`src/rtl/mem_ref_sequencer.sv`:
```
// Control sequencer for instruction fetch and the ld/ldi/st memory-reference
// instructions, with RAM wait states, stall input, illegal-opcode fault and done pulse.
module mem_ref_sequencer #(
  parameter int         MEM_LATENCY = 1,
  parameter int         CNT_W       = 4,
  parameter logic [4:0] ADD_OP      = 5'b00011,
  parameter logic [4:0] OP_LD       = 5'b00000,
  parameter logic [4:0] OP_LDI      = 5'b00001,
  parameter logic [4:0] OP_ST       = 5'b00010
) (
  input  logic       clock,
  input  logic       clear,
  input  logic       start,
  input  logic       hold,
  input  logic [4:0] ir_opcode,
  output logic       PCout,
  output logic       IncPC,
  output logic       MARin,
  output logic       MDRin,
  output logic       IRin,
  output logic       MDRout,
  output logic       read,
  output logic       write,
  output logic       RAMenable,
  output logic       Gra,
  output logic       Grb,
  output logic       Rin,
  output logic       Rout,
  output logic       BAout,
  output logic       Yin,
  output logic       Cout,
  output logic       ZLOout,
  output logic [4:0] aluControl,
  output logic [3:0] step,
  output logic       done,
  output logic       fault
);

  typedef enum logic [3:0] {
    S_IDLE  = 4'd0,
    S_T0    = 4'd1,
    S_T1    = 4'd2,
    S_T2    = 4'd3,
    S_T3    = 4'd4,
    S_T4    = 4'd5,
    S_T5    = 4'd6,
    S_T6    = 4'd7,
    S_T7    = 4'd8,
    S_DONE  = 4'd9,
    S_FAULT = 4'd10
  } state_t;

  typedef enum logic [1:0] {
    K_LD  = 2'd0,
    K_LDI = 2'd1,
    K_ST  = 2'd2
  } kind_t;

  localparam logic [CNT_W-1:0] LAT_M1 = CNT_W'(MEM_LATENCY - 1);

  state_t           state_q, state_d;
  kind_t            kind_q, kind_d;
  logic [CNT_W-1:0] cnt_q, cnt_d;

  logic  op_legal;
  kind_t op_kind;

  // Opcode classification is only consumed in T3; kind_q holds it afterwards.
  always_comb begin
    op_legal = 1'b1;
    op_kind  = K_LD;
    if (ir_opcode == OP_LD) begin
      op_kind = K_LD;
    end else if (ir_opcode == OP_LDI) begin
      op_kind = K_LDI;
    end else if (ir_opcode == OP_ST) begin
      op_kind = K_ST;
    end else begin
      op_legal = 1'b0;
    end
  end

  always_comb begin
    // NOTE: every variable gets a default before the case so no path infers a latch.
    state_d = state_q;
    kind_d  = kind_q;
    cnt_d   = cnt_q;
    unique case (state_q)
      S_IDLE: if (start) state_d = S_T0;
      S_T0: begin
        state_d = S_T1;
        cnt_d   = LAT_M1;
      end
      S_T1: begin
        if (cnt_q == '0) state_d = S_T2;
        else             cnt_d   = cnt_q - 1'b1;
      end
      S_T2: state_d = S_T3;
      S_T3: begin
        if (op_legal) begin
          kind_d  = op_kind;
          state_d = S_T4;
        end else begin
          state_d = S_FAULT;
        end
      end
      S_T4: state_d = S_T5;
      S_T5: begin
        if (kind_q == K_LDI) begin
          state_d = S_DONE;
        end else begin
          state_d = S_T6;
          cnt_d   = LAT_M1;
        end
      end
      S_T6: begin
        if (kind_q == K_LD) begin
          if (cnt_q == '0) state_d = S_T7;
          else             cnt_d   = cnt_q - 1'b1;
        end else begin
          state_d = S_T7;
          cnt_d   = LAT_M1;
        end
      end
      S_T7: begin
        if (kind_q == K_ST) begin
          if (cnt_q == '0) state_d = S_DONE;
          else             cnt_d   = cnt_q - 1'b1;
        end else begin
          state_d = S_DONE;
        end
      end
      S_DONE:  state_d = start ? S_T0 : S_IDLE;
      S_FAULT: state_d = S_FAULT;
      default: state_d = S_IDLE;
    endcase
  end

  // hold freezes state, counter and latched opcode kind together.
  always_ff @(posedge clock or posedge clear) begin
    if (clear) begin
      state_q <= S_IDLE;
      kind_q  <= K_LD;
      cnt_q   <= '0;
    end else if (!hold) begin
      // NOTE: non-blocking assignments so all registers update from the same pre-edge values.
      state_q <= state_d;
      kind_q  <= kind_d;
      cnt_q   <= cnt_d;
    end
  end

  // Moore decode of the registered state; T3 additionally qualifies on opcode legality.
  always_comb begin
    PCout      = 1'b0;
    IncPC      = 1'b0;
    MARin      = 1'b0;
    MDRin      = 1'b0;
    IRin       = 1'b0;
    MDRout     = 1'b0;
    read       = 1'b0;
    write      = 1'b0;
    RAMenable  = 1'b0;
    Gra        = 1'b0;
    Grb        = 1'b0;
    Rin        = 1'b0;
    Rout       = 1'b0;
    BAout      = 1'b0;
    Yin        = 1'b0;
    Cout       = 1'b0;
    ZLOout     = 1'b0;
    aluControl = 5'b0;
    done       = 1'b0;
    if (!hold) begin
      unique case (state_q)
        S_T0: begin
          PCout = 1'b1;
          MARin = 1'b1;
          IncPC = 1'b1;
        end
        S_T1: begin
          read      = 1'b1;
          RAMenable = 1'b1;
          MDRin     = 1'b1;
        end
        S_T2: begin
          MDRout = 1'b1;
          IRin   = 1'b1;
        end
        S_T3: begin
          Grb   = op_legal;
          BAout = op_legal;
          Yin   = op_legal;
        end
        S_T4: begin
          Cout       = 1'b1;
          aluControl = ADD_OP;
        end
        S_T5: begin
          ZLOout = 1'b1;
          if (kind_q == K_LDI) begin
            Gra = 1'b1;
            Rin = 1'b1;
          end else begin
            MARin = 1'b1;
          end
        end
        S_T6: begin
          MDRin = 1'b1;
          if (kind_q == K_LD) begin
            read      = 1'b1;
            RAMenable = 1'b1;
          end else begin
            Gra  = 1'b1;
            Rout = 1'b1;
          end
        end
        S_T7: begin
          if (kind_q == K_ST) begin
            write     = 1'b1;
            RAMenable = 1'b1;
          end else begin
            MDRout = 1'b1;
            Gra    = 1'b1;
            Rin    = 1'b1;
          end
        end
        S_DONE:  done = 1'b1;
        default: ;
      endcase
    end
  end

  assign step  = state_q;
  assign fault = (state_q == S_FAULT);

endmodule

```
`config.mk`:
```
export PLATFORM = sky130hd
export DESIGN_NAME = mem_ref_sequencer
export DESIGN_NICKNAME = d
export VERILOG_FILES = /design/src/rtl/mem_ref_sequencer.sv
export SDC_FILE = /design/constraint.sdc
export NUM_CORES = 1
export LEC_CHECK = 0
export ABC_CLOCK_PERIOD_IN_PS = 2200
export CAP_MARGIN = 20
export CORE_AREA = 5 5 57 59
export DETAILED_ROUTE_END_ITERATION = 10
export DIE_AREA = 0 0 62 64
export MAX_ROUTING_LAYER = met4
export PLACE_DENSITY = 0.84
export SYNTH_ARGS = -nofsm -noshare
export SYNTH_HDL_FRONTEND = slang
export SYNTH_SLANG_ARGS = --single-unit
export TNS_END_PERCENT = 50
```
`constraint.sdc`:
```
create_clock -name clock -period 2.2 [get_ports clock]
set_input_delay 0.66 -clock clock [delete_from_list [all_inputs] [get_ports clock]]
set_output_delay 0.66 -clock clock [all_outputs]
set_load 0.03 [all_outputs]
```
==> impl_metrics.yaml, run 1 <==
status:
  status: "finished, violations left"
  violations: "negative setup slack"
detailed_routing:
  first_iter_violations: 86
  via_per_inst: 5.53
  remaining_drc_errors: 0
  route.vias.total: 1234
  wl_per_cell_um: 17.8
  firstDrtPassIters: 4
  wirelength_um: 3980
  final_antenna_net_count: 0
grt:
  groute.usage.overall_pct: 20.6
  grt-ovfl-total: 0
  grt_max_degree: 12
  grt_pass1_wl_um: 6180
  grt_pass1_vias: 1264
  antenna_found_initial: 0
yosys:
  syn_avg_cell_area_um2: 8.13
  ys_async_sr_fraction_pct: 100
  ys_ff_latch: 10
  synth_edf_count: 0
  netlist-cell-type-count: 42
  yosysSeqAreaShare_pct: 24.2
  syn_area_um2: 1030
  netlist_instances: 127
  synth_flop_cell: "dfrtp_1"
  yosys_warnings: 0
timing:
  final_max_slew_viol_count: 0
  fin_ws_ns: -0.360
  period_needed_ns: 2.56
  worst_clock_skew_ns: 0.00827
  worst_pin_slew_ns: 0.552
  timing.final.crit_share_pct: 116
  fmax_mhz: 391
  rsz0062_at_grt: "true"
  final-setup-viol-count: 19
  hold_viol_final: 0
  relSlewSlack_pct: 63.1
  whs_ns: 0.517
placed_design:
  dpl_cell_area_um2: 1630
  pre_cts_slack_ns: -0.524
  dpl.cell_count: 207
  io_buffers: 33
  dp_hpwl_um: 2740
  gp_congestion: 0.845
worst_hold_path:
  min_path_type: "flop to flop"
  holdPathStages: 1
floorplan:
  core_um2: 2660
  die_w_um: 62
  io_pins: 37
  die_area_um2: 3970
  start_util_pct: 38.8
  num_rows: 19
  die_y_um: 64
finish:
  syn_to_final_growth_pct: 90.3
  drive_above_1_share_pct: 63.5
  final_nets: 203
  stdcell_count: 223
  postLayoutCellArea_um2: 1960
  diodes: 0
cts:
  cts_root_buffer: "clkbuf_4"
  cts.path.max_buffers: 2
  clock_latency_ns: 0.27
  cts_tree: "built"
  h-tree-depth: 1
  cts_buffers: 3
  postCtsHoldBufs: 0
  cts.clk_slew.worst_paths_ns: 0.07
  numClockSinks: 10
power_and_ir_drop:
  power.density_nw_per_um2: 1180
  leakagePower_nw: 0.837
  ir_worst_vdd_uv: 876
setup_path:
  reg2reg_depth: 7
  crit_type: "flop to output pin"
  slowest_stage: "dfrtp_2"
  cp.depth: 6
  arrival_ns: 1.90
  path_cells: "or3b_4 > o32ai_4 > or3_4 > or2_4 > inv_2 > buf_6"
  worstPathRequired_ns: 1.54
  crit_path_end_kind: "output pin"
  path_max_fanout: 5
  worst-path-buf-inv: 2
  path_delay_family: "simple AND/OR/NAND/NOR gates"
  max_stage_delay_ns: 0.45
  startpoint_type: "flop"
flow_run:
  max_cap_viol_count: 0
[per-layer routing]
| metal | global-route usage [%] | wire, um | vias to the layer above |
|---|---|---|---|
| met5 | - | 0 | - |
| met4 | 5.04 | 59 | 0 |
| met3 | 2.21 | 141 | 8 |
| met2 | 35.9 | 2140 | 32 |
| met1 | 24.4 | 1640 | 611 |
| li1 | - | - | 583 |
[timing repair]
item	4_1_cts	5_1_grt
gates resized for setup	40	27
setup buffers	7	8
endpoints found under the setup margin	22	26
pin swaps	9	6
[stage by stage]
stage	util, %	TNS (ns)	total power (W)
finish	73.8	-3.46	0.00231
global route	73.8	-4.61	0.00244
CTS	67.6	-2.80	0.00210
detailed placement	61.2	-8.94	0.00181
global placement	61.2	-8.06	0.00174
floorplan	-	-1.58	0.00129
[layout make-up]
class | count | area (um^2)
flip-flops and latches | 10 | 255
clock buffers | 4 | 36.3
multi-input cells | 97 | 911
fillers | 182 | 698
repair buffers | 76 | 704
well taps | 31 | 38.8
inverters | 5 | 18.8
[registers in the layout, summed over array words and instances (netlist names)]
| register | flops |
|---|---|
| cnt_q | 4 |
| kind_q | 2 |
| step | 4 |
[worst paths after layout]
kind,endpoint,slack [ns],startpoint
min in group asynchronous,step[1],0.66,clear
max in group asynchronous,step[2],1.23,clear
min reg2reg,cnt_q[0],0.52,cnt_q[0]
max reg2reg,kind_q[1],0.06,step[0]
max,RAMenable,-0.36,step[3]
min,cnt_q[0],0.52,cnt_q[0]
[layout by cell type, fill, tap and decap left out, types with 2 or more instances in the layout]
cell type,count
clkdlybuf4s50_1,2
nand2b_4,2
nand2b_1,3
clkbuf_4,3
a22oi_1,2
mux2_2,6
nor2_1,6
o31ai_1,5
nor2b_2,2
o21ai_1,2
nor3b_1,3
buf_8,2
or2_4,3
nor3_4,3
dfrtp_2,4
nor4_4,3
nand3b_1,2
nor3_1,2
nor3_2,3
o21ai_0,6
a21oi_1,2
inv_2,2
conb_1,3
or2b_4,2
buf_6,24
or3b_4,2
dlygate4sd2_1,7
buf_4,38
nor2_2,2
dfrtp_1,6
nand2_1,4
inv_1,3
nor2_4,2
nor3b_2,2
a21oi_2,2
[kinds of logic after synthesis]
kind of cell             synth area share [%]
adder cells (fa/ha/maj)                  1.21
flip-flops                               24.2
multiplexers                             6.54
buffers and inverters                    12.8
XOR/XNOR                                 2.42
AND/OR/NAND/NOR                          34.8
AO/OA/AOI/OAI                            17.6
other                                   0.363
[cells in the mapped netlist, types with 2 or more instances]
library cell,n,share of area (%)
dfrtp_1,10,24
buf_6,2,2.2
buf_4,9,6.5
o21ai_1,2,0.97
mux2_2,6,6.5
nor4_1,3,1.8
or2_2,2,1.2
or2b_1,2,1.5
a21oi_1,4,1.9
a22oi_1,3,2.2
nor2_1,9,3.3
clkbuf_1,4,1.5
nand3b_1,2,1.5
nor3_1,8,3.9
or3b_2,3,2.5
nand2b_1,5,3.0
o21ai_0,7,3.4
nor3b_1,5,3.6
nor2b_1,4,2.4
o32ai_1,2,1.7
nand2_1,5,1.8
o31ai_1,5,3.6
inv_1,5,1.8
or4_1,2,1.5
[report_power, final]
group          switching (W)  internal, W
registers          0.0000858     0.000245
clock network      0.0000688     0.000101
logic               0.000948     0.000865
total                0.00110      0.00121
No activity file was read; power rests on OpenSTA's default activity.
==> inputs of run 2 (changes only) <==
==> config.mk (replaced) <==
export PLATFORM = sky130hd
export DESIGN_NAME = mem_ref_sequencer
export DESIGN_NICKNAME = d
export VERILOG_FILES = /design/src/rtl/mem_ref_sequencer.sv
export SDC_FILE = /design/constraint.sdc
export NUM_CORES = 1
export LEC_CHECK = 0
export ABC_AREA = 1
export ABC_CLOCK_PERIOD_IN_PS = 2860
export CAP_MARGIN = 20
export CORE_AREA = 5 5 56 58
export DETAILED_ROUTE_END_ITERATION = 10
export DIE_AREA = 0 0 61 63
export MAX_ROUTING_LAYER = met4
export PLACE_DENSITY = 0.86
export SYNTH_ARGS = -nofsm -noshare
export SYNTH_HDL_FRONTEND = slang
export SYNTH_SLANG_ARGS = --single-unit
export TNS_END_PERCENT = 50
==> constraint.sdc (replaced) <==
create_clock -name clock -period 2.86 [get_ports clock]
set_input_delay 0.858 -clock clock [delete_from_list [all_inputs] [get_ports clock]]
set_output_delay 0.858 -clock clock [all_outputs]
set_load 0.03 [all_outputs]
==> impl_metrics.yaml, run 2 <==
cts:
  postCtsHoldBufs: 0
  cts_setup_buffers: 0
  cts.path.max_buffers: 2
  cts.clk_slew.worst_paths_ns: 0.06
  numClockSinks: 10
  cts_root_buffer: "clkbuf_4"
  cts_tree: "built"
  cts_resized: 0
  clock_latency_ns: 0.25
  h-tree-depth: 1
  cts_buffers: 3
yosys:
  synthTopCellsByArea: "dfrtp_1, nand2_1, nand3_1"
  netlist-cell-type-count: 21
  netlist_instances: 184
  ys_ff_latch: 10
  synth_common_cells: "nand2_1, nor2_1, nand3_1"
  synth_edf_count: 0
  yosysSeqAreaShare_pct: 22.8
  syn_avg_cell_area_um2: 5.96
  yosysMostFrequentCell: "nand2_1"
  yosys_warnings: 0
  ys_async_sr_fraction_pct: 100
  synth_flop_cell: "dfrtp_1"
  syn_area_um2: 1100
  yosys.area.top_type_share_pct: 22.8
  synth_top_area_cell: "dfrtp_1"
power_and_ir_drop:
  power.density_nw_per_um2: 736
  clkPwrFrac_pct: 8.5
  total_power_w: 0.00105
  pwr-share-seq_pct: 20.7
  p_int_w: 0.000468
  leakagePower_nw: 0.785
  p_switching_w: 0.000581
  ir_worst_vdd_uv: 526
  pwr-share-comb_pct: 70.8
  p_sw_share_pct: 55.4
worst_hold_path:
  holdPathEnd: "cnt_q[3]"
  min_path_type: "flop to flop"
  hold_start: "cnt_q[3]"
  holdPathStages: 2
detailed_routing:
  wl_per_cell_um: 10.8
  remaining_drc_errors: 0
  via_per_inst: 4.98
  route.vias.total: 1241
  first_iter_violations: 55
  final_antenna_net_count: 0
  firstDrtPassIters: 4
  wirelength_um: 2690
grt:
  antenna_found_initial: 0
  groute.usage.overall_pct: 15.2
  grt_pass1_vias: 1036
  grt_pass1_wl_um: 4410
  grt-ovfl-total: 0
  grt_max_degree: 13
setup_path:
  reg2reg_depth: 8
  worst-path-buf-inv: 4
  crit_path_end_kind: "output pin"
  r2r-start: "cnt_q[0]"
  max_stage_delay_ns: 0.40
  startpoint_type: "input port"
  crit_type: "input port to output pin"
  reg2reg_to: "cnt_q[1]"
  r2r_setup_slack_ns: 1.21
  slowest_stage: "clkdlybuf4s50_1"
  path_delay_family: "buffers and inverters"
  arrival_ns: 1.91
  path_cells: "clkdlybuf4s50_1 > inv_1 > nand2_1 > a21oi_2 > nand4_1 > inv_2 > buf_4"
  worstPathRequired_ns: 2.00
  path_max_fanout: 3
placed_design:
  dpl_cell_area_um2: 1400
  pre_cts_slack_ns: 0.0580
  io_buffers: 33
  dpl.cell_count: 246
  dp_hpwl_um: 2300
  gp_congestion: 0.916
finish:
  fill_cells: 274
  syn_to_final_growth_pct: 29.8
  final_cell_mix: "nand2_1, nor2_1, buf_4"
  final_nets: 230
  drive_above_1_share_pct: 27.1
  stdcell_count: 249
  postLayoutCellArea_um2: 1420
  layout_commonest_cell: "nand2_1"
  diodes: 0
floorplan:
  die_w_um: 61
  die_y_um: 63
  die_area_um2: 3840
  io_pins: 37
  num_rows: 19
  core_um2: 2620
  start_util_pct: 42.0
status:
  status: "finished clean"
timing:
  final-setup-viol-count: 0
  period_needed_ns: 2.77
  rsz0062_at_grt: "false"
  setup_total_negative_slack_ns: 0
  final_max_slew_viol_count: 0
  hold_viol_final: 0
  worst_clock_skew_ns: 0.00394
  fin_ws_ns: 0.0949
  fmax_mhz: 362
  timing.final.crit_share_pct: 96.7
flow_run:
  max_cap_viol_count: 0
-- run 2: power groups by stage --
stage	registers, W	clock network, W	logic [W]
5_1_grt	0.000221	0.000101	0.000817
6_report	0.000217	0.0000891	0.000743
2_1_floorplan	0.000264	0	0.000486
3_3_place_gp	0.000218	0	0.000735
3_5_place_dp	0.000219	0	0.000743
4_1_cts	0.000216	0.0000926	0.000744
-- run 2: how the worst max path moves through the flow --
| stage | from | endpoint | cells past startpoint |
|---|---|---|---|
| after floorplan | hold | done | 1 |
| after global placement | ir_opcode[2] | Yin | 7 |
| after detailed placement | ir_opcode[2] | BAout | 7 |
| after CTS | ir_opcode[2] | BAout | 7 |
| after global routing | ir_opcode[2] | Yin | 7 |
| final | ir_opcode[2] | BAout | 7 |
-- run 2: final cells by class --
| class | instances | area [um^2] | area share (%) |
|---|---|---|---|
| flip-flops and latches | 10 | 250 | 17.6 |
| repair buffers | 38 | 318 | 22.3 |
| clock buffers | 3 | 22.5 | 1.58 |
| multi-input cells | 141 | 697 | 48.9 |
| well taps | 31 | 38.8 | 2.72 |
| inverters | 26 | 97.6 | 6.85 |
-- run 2: routing by layer --
metal / routed length, um / vias to the layer above / track usage [%]
met5: 0 / - / -
met4: 76 / 0 / 8.40
met3: 201 / 6 / 1.24
met2: 1230 / 45 / 21.9
met1: 1180 / 543 / 20.6
li1: - / 647 / -
-- run 2: cells by family (layout without fill, tap and decap cells) --
group                    Yosys count  count (layout)  synth area share, %
AND/OR/NAND/NOR                  123             123                 54.3
other                              1               3                0.342
buffers and inverters             35              67                 14.7
adder cells (fa/ha/maj)            1               1                 1.14
XOR/XNOR                           1               1                0.798
flip-flops                        10              10                 22.8
AO/OA/AOI/OAI                     13              13                 5.93
-- run 2: stage by stage --
| step | hold slack [ns] | utilization, % |
|---|---|---|
| finish | 0.509 | 54.4 |
| global route | 0.529 | 54.4 |
| global placement | 0.494 | 53.4 |
| detailed placement | 0.495 | 53.4 |
| CTS | 0.512 | 54.3 |
| floorplan | 0.471 | - |
-- run 2: worst min-delay path, delay by kind of cell, from the launching register on --
| kind | cells | cell delay (ns) |
|---|---|---|
| flops | 1 | 0.36 |
| simple gates | 2 | 0.12 |
==> inputs of run 3 (changes only) <==
--- a/config.mk
+++ b/config.mk
@@ -12,7 +12,7 @@
 export DETAILED_ROUTE_END_ITERATION = 10
 export DIE_AREA = 0 0 61 63
 export MAX_ROUTING_LAYER = met4
-export PLACE_DENSITY = 0.86
+export PLACE_DENSITY = 0.76
 export SYNTH_ARGS = -nofsm -noshare
 export SYNTH_HDL_FRONTEND = slang
 export SYNTH_SLANG_ARGS = --single-unit
==> impl_metrics.yaml, run 3 (synthesis gave the netlist of run 2 again) <==
power_and_ir_drop:
  leakagePower_nw: 0.780
  power.density_nw_per_um2: 740
  p_int_w: 0.000467
  pwr-share-seq_pct: 20.5
  p_sw_share_pct: 55.4
  pwr-share-comb_pct: 70.9
  total_power_w: 0.00105
  ir_worst_vdd_uv: 533
  clkPwrFrac_pct: 8.6
  p_switching_w: 0.000581
setup_path:
  startpoint_type: "input port"
  crit_type: "input port to output pin"
  path_cells: "clkdlybuf4s50_1 > inv_1 > nand2_1 > a21oi_2 > nand4_1 > inv_2 > buf_4"
  r2r-start: "cnt_q[0]"
  arrival_ns: 1.90
  reg2reg_depth: 8
  worstPathRequired_ns: 2.00
  path_max_fanout: 3
  reg2reg_to: "cnt_q[1]"
  slowest_stage: "clkdlybuf4s50_1"
  max_stage_delay_ns: 0.40
  r2r_setup_slack_ns: 1.20
  crit_path_end_kind: "output pin"
placed_design:
  dp_hpwl_um: 2280
  io_buffers: 33
  gp_congestion: 0.841
  dpl_cell_area_um2: 1390
status:
  status: "finished clean"
finish:
  fill_cells: 280
  utilization_pct: 54.2
  layout_commonest_cell: "nand2_1"
  final_nets: 229
  drive_above_1_share_pct: 26.7
  final_cell_mix: "nand2_1, nor2_1, buf_4"
  seq_area_um2: 250
  postLayoutCellArea_um2: 1420
  syn_to_final_growth_pct: 29.1
  multi_input_area_um2: 697
  diodes: 0
grt:
  groute.usage.overall_pct: 15.5
  grt_max_degree: 13
  antenna_found_initial: 0
  grt-ovfl-total: 0
  grt_pass1_vias: 1118
  grt_pass1_wl_um: 4620
timing:
  hold_viol_final: 0
  final_max_slew_viol_count: 0
  setup_total_negative_slack_ns: 0
  period_needed_ns: 2.76
  whs_ns: 0.518
  rsz0062_at_grt: "false"
  final-setup-viol-count: 0
  fmax_mhz: 363
  worst_clock_skew_ns: 0.00501
  timing.final.crit_share_pct: 96.3
floorplan:
  core_um2: 2620
  die_area_um2: 3840
  io_pins: 37
  die_w_um: 61
  die_y_um: 63
  start_util_pct: 42.0
  num_rows: 19
cts:
  cts.clk_slew.worst_paths_ns: 0.05
  cts_tree: "built"
  numClockSinks: 10
  clock_latency_ns: 0.26
  cts_buffers: 3
  cts_root_buffer: "clkbuf_4"
  h-tree-depth: 1
  postCtsHoldBufs: 0
  cts_setup_buffers: 0
  cts.path.max_buffers: 2
detailed_routing:
  wirelength_um: 2680
  firstDrtPassIters: 4
  wl_per_cell_um: 10.8
  remaining_drc_errors: 0
  first_iter_violations: 40
  final_antenna_net_count: 0
  via_per_inst: 4.95
  route.vias.total: 1228
worst_hold_path:
  holdPathEnd: "cnt_q[0]"
  hold_start: "cnt_q[0]"
  holdPathStages: 2
  min_path_type: "flop to flop"
flow_run:
  max_cap_viol_count: 0
[run 3: cell types whose count changed in the layout (fill, tap and decap cells not counted), sizes merged]
cell  previous run  this run
buf             25        24
[run 3: critical path: cells and delay by family]
kind	cells	cell delay, ns
simple gates	2	0.21
compound gates	1	0.13
buf+inv	4	0.69
[run 3: worst max path at each step]
stage	startpoint	endpoint	cells past startpoint
after global placement	ir_opcode[2]	BAout	7
after global routing	ir_opcode[2]	Grb	7
after floorplan	hold	done	1
after CTS	ir_opcode[2]	Grb	7
after detailed placement	ir_opcode[2]	Grb	7
final	ir_opcode[2]	Grb	7
[run 3: per-stage QoR]
step	cells	setup WS (ns)
floorplan	186	0.153
global placement	245	0.0840
detailed placement	245	0.0538
CTS	248	0.0485
global route	248	0.00449
finish	248	0.105
[run 3: area by class of cell]
cell class	count	area share [%]
inverters	26	6.89
flip-flops and latches	10	17.7
repair buffers	37	21.9
multi-input cells	141	49.2
well taps	31	2.74
clock buffers	3	1.59
[run 3: power by group through the flow]
stage                     logic (W)  registers [W]  clock network [W]
after global placement     0.000738       0.000218                  0
after global routing       0.000817       0.000220          0.0000995
after CTS                  0.000745       0.000215          0.0000949
after floorplan            0.000486       0.000264                  0
final                      0.000743       0.000215          0.0000897
after detailed placement   0.000744       0.000217                  0
[run 3: routing by layer]
layer  part of all wire, %  global-route usage, %  vias up  routed length [um]
li1                      -                      -      637                   -
met1                    46                   20.4      543                1230
met2                    43                   23.9       43                1170
met3                   8.8                   1.86        5                 236
met4                   1.6                   5.96        0                  44
met5                     0                      -        -                   0
[run 3: timing repair]
| item | 4_1_cts | 5_1_grt |
|---|---|---|
| hold endpoints to repair | 0 | 0 |
| endpoints found under the setup margin | 0 | 3 |
| resized for setup | 0 | 2 |
